### src/rtl/vp_ctrl_pkg.sv
// Shared widths, FSM state type and sizing helper for the vp mode controller.
package vp_ctrl_pkg;

  localparam int unsigned MODE_W      = 3;
  localparam int unsigned FRAME_CNT_W = 16;

  typedef enum logic [1:0] {
    ST_IDLE    = 2'd0,
    ST_PENDING = 2'd1,
    ST_SETTLE  = 2'd2
  } ctrl_state_t;

  // Bits needed to hold values 0..n-1, never less than one bit.
  function automatic int unsigned cnt_width(input int unsigned n);
    return (n <= 1) ? 1 : $clog2(n);
  endfunction

endpackage

### src/rtl/sw_debounce.sv
// Two-flop synchroniser plus stability counter for the raw board switches.
module sw_debounce
  import vp_ctrl_pkg::*;
#(
  parameter int unsigned          DEBOUNCE_CYCLES = 1000000,
  parameter logic [MODE_W-1:0]    RESET_MODE      = 3'b000
) (
  input  logic              clk,
  input  logic              rst,
  input  logic [MODE_W-1:0] sw_in,
  output logic [MODE_W-1:0] cand,
  output logic              stable
);

  localparam int unsigned        DCNT_W   = cnt_width(DEBOUNCE_CYCLES);
  localparam logic [DCNT_W-1:0]  DCNT_MAX = DCNT_W'(DEBOUNCE_CYCLES - 1);

  logic [MODE_W-1:0] sw_m;
  logic [MODE_W-1:0] sw_s;
  logic [DCNT_W-1:0] dcnt;

  always_ff @(posedge clk) begin
    if (rst) begin
      sw_m <= RESET_MODE;
      sw_s <= RESET_MODE;
      cand <= RESET_MODE;
      dcnt <= '0;
    end else begin
      sw_m <= sw_in;
      sw_s <= sw_m;
      if (sw_s != cand) begin
        cand <= sw_s;
        dcnt <= '0;
      end else if (dcnt != DCNT_MAX) begin
        dcnt <= dcnt + 1'b1;
      end
    end
  end

  assign stable = (sw_s == cand) && (dcnt == DCNT_MAX);

endmodule

### src/rtl/vp_mode_ctrl.sv
// Frame-synchronous mode controller: applies debounced switch changes on
// v_sync rising edges, blanks output while the pipeline refills, counts frames.
module vp_mode_ctrl
  import vp_ctrl_pkg::*;
#(
  parameter int unsigned       DEBOUNCE_CYCLES = 1000000,
  parameter int unsigned       SETTLE_FRAMES   = 2,
  parameter logic [MODE_W-1:0] RESET_MODE      = 3'b000
) (
  input  logic                   clk,
  input  logic                   rst,
  input  logic [MODE_W-1:0]      sw_in,
  input  logic                   v_sync_in,
  output logic [MODE_W-1:0]      sw_out,
  output logic                   mode_changed,
  output logic                   blank_out,
  output logic [FRAME_CNT_W-1:0] frame_cnt
);

  localparam int unsigned       SCNT_W    = cnt_width(SETTLE_FRAMES + 1);
  localparam logic [SCNT_W-1:0] SCNT_INIT = SCNT_W'(SETTLE_FRAMES);

  ctrl_state_t       state, state_nxt;
  logic [MODE_W-1:0] cand;
  logic              stable;
  logic              vs_d;
  logic              fe;
  logic              want_change;
  logic [SCNT_W-1:0] scnt, scnt_nxt;
  logic [MODE_W-1:0] sw_nxt;
  logic              mc_nxt;
  logic              blank_nxt;

  sw_debounce #(
    .DEBOUNCE_CYCLES (DEBOUNCE_CYCLES),
    .RESET_MODE      (RESET_MODE)
  ) u_debounce (
    .clk    (clk),
    .rst    (rst),
    .sw_in  (sw_in),
    .cand   (cand),
    .stable (stable)
  );

  assign fe          = v_sync_in & ~vs_d;
  assign want_change = stable && (cand != sw_out);

  always_ff @(posedge clk) begin
    if (rst) begin
      state        <= ST_IDLE;
      sw_out       <= RESET_MODE;
      mode_changed <= 1'b0;
      blank_out    <= 1'b0;
      scnt         <= '0;
      vs_d         <= 1'b0;
      frame_cnt    <= '0;
    end else begin
      state        <= state_nxt;
      sw_out       <= sw_nxt;
      mode_changed <= mc_nxt;
      blank_out    <= blank_nxt;
      scnt         <= scnt_nxt;
      vs_d         <= v_sync_in;
      if (fe) begin
        frame_cnt <= frame_cnt + 1'b1;
      end
    end
  end

  // Losing stability or matching sw_out drops PENDING even on a frame edge.
  always_comb begin
    state_nxt = state;
    unique case (state)
      ST_IDLE: begin
        if (want_change) state_nxt = ST_PENDING;
      end
      ST_PENDING: begin
        if (!want_change)  state_nxt = ST_IDLE;
        else if (fe)       state_nxt = (SETTLE_FRAMES == 0) ? ST_IDLE : ST_SETTLE;
      end
      ST_SETTLE: begin
        if (fe && (scnt == SCNT_W'(1))) state_nxt = ST_IDLE;
      end
      default: state_nxt = ST_IDLE;
    endcase
  end

  always_comb begin
    sw_nxt    = sw_out;
    mc_nxt    = 1'b0;
    blank_nxt = blank_out;
    scnt_nxt  = scnt;
    unique case (state)
      ST_PENDING: begin
        if (want_change && fe) begin
          sw_nxt = cand;
          mc_nxt = 1'b1;
          if (SETTLE_FRAMES != 0) begin
            blank_nxt = 1'b1;
            scnt_nxt  = SCNT_INIT;
          end
        end
      end
      ST_SETTLE: begin
        if (fe) begin
          if (scnt == SCNT_W'(1)) blank_nxt = 1'b0;
          else                    scnt_nxt  = scnt - 1'b1;
        end
      end
      default: ;
    endcase
  end

endmodule

### config.mk
export PLATFORM = sky130hd
export DESIGN_NAME = vp_mode_ctrl
export DESIGN_NICKNAME = d
export VERILOG_FILES = /design/src/rtl/vp_ctrl_pkg.sv /design/src/rtl/sw_debounce.sv /design/src/rtl/vp_mode_ctrl.sv
export SDC_FILE = /design/constraint.sdc
export NUM_CORES = 1
export LEC_CHECK = 0
export BUFFER_PORTS_ARGS = -buffer_cell sky130_fd_sc_hd__buf_2
export CORE_UTILIZATION = 40
export DETAILED_ROUTE_END_ITERATION = 10
export GPL_TIMING_DRIVEN = 1
export PLACE_DENSITY = 0.57
export SYNTH_ARGS = -nofsm -noshare
export SYNTH_HDL_FRONTEND = slang
export SYNTH_SLANG_ARGS = --single-unit
### constraint.sdc
create_clock -name clk -period 1.81 [get_ports clk]
set_input_delay 0.0905 -clock clk [delete_from_list [all_inputs] [get_ports clk]]
set_output_delay 0.0905 -clock clk [all_outputs]
set_load 0.02 [all_outputs]
==> flow_summary.json <==
{
  "status": "finished, final reports clean",
  "root_buffer": "clkbuf_8",
  "postRouteAntennaNets": 0,
  "first_global_vias": 1655,
  "grt_max_degree": 26,
  "tightest_slew_ps": 450,
  "clk_pin_slew_worst_paths_ps": 100,
  "synth-async-reset-ratio_pct": 0,
  "overflow": 0,
  "first_pass_iters": 4,
  "timing.critical_path.buf_inv": 0,
  "hpwlAfterDp_um": 3070,
  "ys_types": 35,
  "finalHoldViolCount": 0,
  "critPathTopFamily": "simple AND/OR/NAND/NOR gates",
  "clock_sinks": 55,
  "syn_inst": 249,
  "cts_made_buffers": 5,
  "antenna_found_initial": 0,
  "via_per_inst": 4.83,
  "dp_cells": 363,
  "synth-main-ff-cell": "dfxtp_1",
  "layout_commonest_cell": "dfxtp_1",
  "power.leakage_nw": 1.15,
  "cts_setup_buffers": 0,
  "final_cell_mix": "dfxtp_1 (51), nor2_1 (40), buf_2 (26), xor2_1 (25), buf_4 (23)",
  "finalClockSkew_ps": 10.6,
  "io_buffers": 26,
  "die_y_um": 78.1,
  "ys_ff_latch": 55,
  "power_density_nw_per_um2": 706,
  "grtUsageTotal_pct": 14.9,
  "path_cells": "ha_4 -> and4_4 -> nand2_4 -> or3_4 -> or4_4 -> a21oi_2",
  "rsz0062_at_grt": "yes",
  "gp_congestion": 0.742,
  "h-tree-depth": 2,
  "n_fill_cell": 582,
  "crit_path_max_incr_delay_ps": 440,
  "die-area_um2": 6100,
  "cap_violations": 0,
  "arrival_ps": 1980,
  "wl_um": 4280,
  "grt_pass1_wl_um": 7250,
  "ir_drop_mv": 0.526,
  "die_x_um": 78.1,
  "dr.first_iter.drc_count": 30,
  "met3_usage_pct": 2.79,
  "synth_area_per_cell_um2": 9.31,
  "critPathSlowestCell": "or4_4",
  "fmax_mhz": 574,
  "layout-drive-gt1-share_pct": 23.6,
  "grt_use_met2_pct": 24.0,
  "layoutNonFillerInstCount": 373,
  "antenna_cells": 0,
  "finalPower_mw": 2.00,
  "setup_violations": 0,
  "top_usage_layer": "met2",
  "start_util_pct": 41.8,
  "nets": 309,
  "critPathCaptureType": "register",
  "synth_nets": 258,
  "netlist_area_um2": 2320,
  "drc": 0,
  "multiInputGateArea_um2": 1220,
  "yosys_warnings": 0,
  "crit_required_ps": 2050,
  "critPathLaunchType": "register",
  "min_period_ps": 1740,
  "hp-class": "in2reg",
  "design.core.area_um2": 5540,
  "cts_max_path_buffers": 2,
  "slew_violations": 0,
  "clk_latency_ps": 300,
  "yosysSeqAreaShare_pct": 47.5,
  "cts_tree": "built",
  "via_count": 1802,
  "io_pins": 27,
  "regArea_um2": 1110,
  "worst-path-max-fanout": 2,
  "crit_type": "reg2reg",
  "synth_edf_count": 0,
  "fin_crit_sh_pct": 96.2,
  "post_drt_wl_per_cell_um": 11.5,
  "grt_use_met1_pct": 19.2,
  "slew_headroom_pct": 69.8,
  "area_growth_pct": 22.0,
  "rows": 27
}
kinds of logic (layout without fill, tap and decap cells):
kind of cell / Yosys count / count (layout) / synth area share (%)
simple gates: 124 / 124 / 29.2
flops: 55 / 55 / 47.5
mux: 4 / 4 / 1.73
buf+inv: 10 / 62 / 1.67
xor+xnor: 36 / 36 / 13.6
fa+ha+maj: 3 / 3 / 1.62
compound gates: 17 / 17 / 4.64
stage by stage:
step,instance area (um2),util (%),hold WS (ps),worst slack (ps),TNS [ps]
floorplan,2340,-,162,-18.4,-33.2
global placement,2710,48.9,299,5.91,0
detailed placement,2710,48.9,311,-24.5,-38.7
CTS,2810,50.8,3.61,77.1,0
global route,2830,51.0,12.8,-14.2,-23.7
finish,2830,51.0,4.18,69.3,0
power by group:
part / internal [mW] / switching, mW
Combinational: 0.0461 / 0.0615
Sequential: 1.23 / 0.0132
Clock: 0.273 / 0.376
sequential cells by signal, indices dropped and copies added (netlist names):
signal,flops
blank_out,1
frame_cnt,16
mode_changed,1
scnt,2
state,2
sw_out,3
u_debounce.cand,3
u_debounce.dcnt,20
u_debounce.sw_m,3
u_debounce.sw_s,3
vs_d,1
layout make-up:
type	instances	share of cell area, %
Clock inverter	1	0.177
Multi-Input combinational cell	184	43.0
Sequential cell	55	39.1
Clock buffer	7	2.70
Inverter	3	0.398
Timing Repair Buffer	51	11.4
Tap cell	72	3.19
repair_timing:
item | in CTS | in global routing
resized for setup | 1 | 4
setup endpoints to repair | 2 | 6
endpoints found under the hold margin | 2 | 0
hold buffers | 2 | 0
pin swaps | 2 | 1
cell usage after synthesis (2+ instances only):
| master | count | share of area [%] |
|---|---|---|
| inv_1 | 3 | 0.49 |
| ha_1 | 3 | 1.6 |
| nor2b_1 | 11 | 3.0 |
| nor4_4 | 2 | 1.8 |
| mux2i_1 | 4 | 1.7 |
| xnor2_1 | 11 | 4.2 |
| or3_1 | 4 | 1.1 |
| nor3_1 | 8 | 1.7 |
| nand4b_1 | 3 | 1.1 |
| o2111ai_1 | 2 | 0.76 |
| nand2_1 | 17 | 2.8 |
| dfxtp_1 | 55 | 48 |
| o21ai_0 | 4 | 0.86 |
| nand4_1 | 9 | 2.4 |
| xor2_1 | 25 | 9.4 |
| nor2_1 | 41 | 6.6 |
| nor3b_1 | 2 | 0.65 |
| and3_1 | 6 | 1.6 |
| and4_1 | 4 | 1.5 |
| clkbuf_1 | 6 | 0.97 |
| a21oi_1 | 6 | 1.3 |
| nand2b_1 | 2 | 0.54 |
| nand3_1 | 9 | 1.9 |
routing by layer:
| metal | share of wire [%] | wire [um] | up-vias |
|---|---|---|---|
| met5 | 0 | 0 | - |
| met4 | 0.98 | 42 | 0 |
| met3 | 2.6 | 110 | 4 |
| met2 | 46 | 1960 | 25 |
| met1 | 51 | 2170 | 823 |
| li1 | - | - | 950 |
path summary, 6_finish.rpt:
path / depth (start not counted) / endpoint / from / slack, ps
hold / removal: 2 / u_debounce.sw_m[1] / sw_in[1] / 4
hold reg to reg: 1 / u_debounce.sw_s[2] / u_debounce.sw_m[2] / 440
setup / recovery: 6 / state[0] / u_debounce.dcnt[1] / 70
setup reg to reg: 6 / state[0] / u_debounce.dcnt[1] / 70
Note: power is estimated with default switching activity, not from simulation.
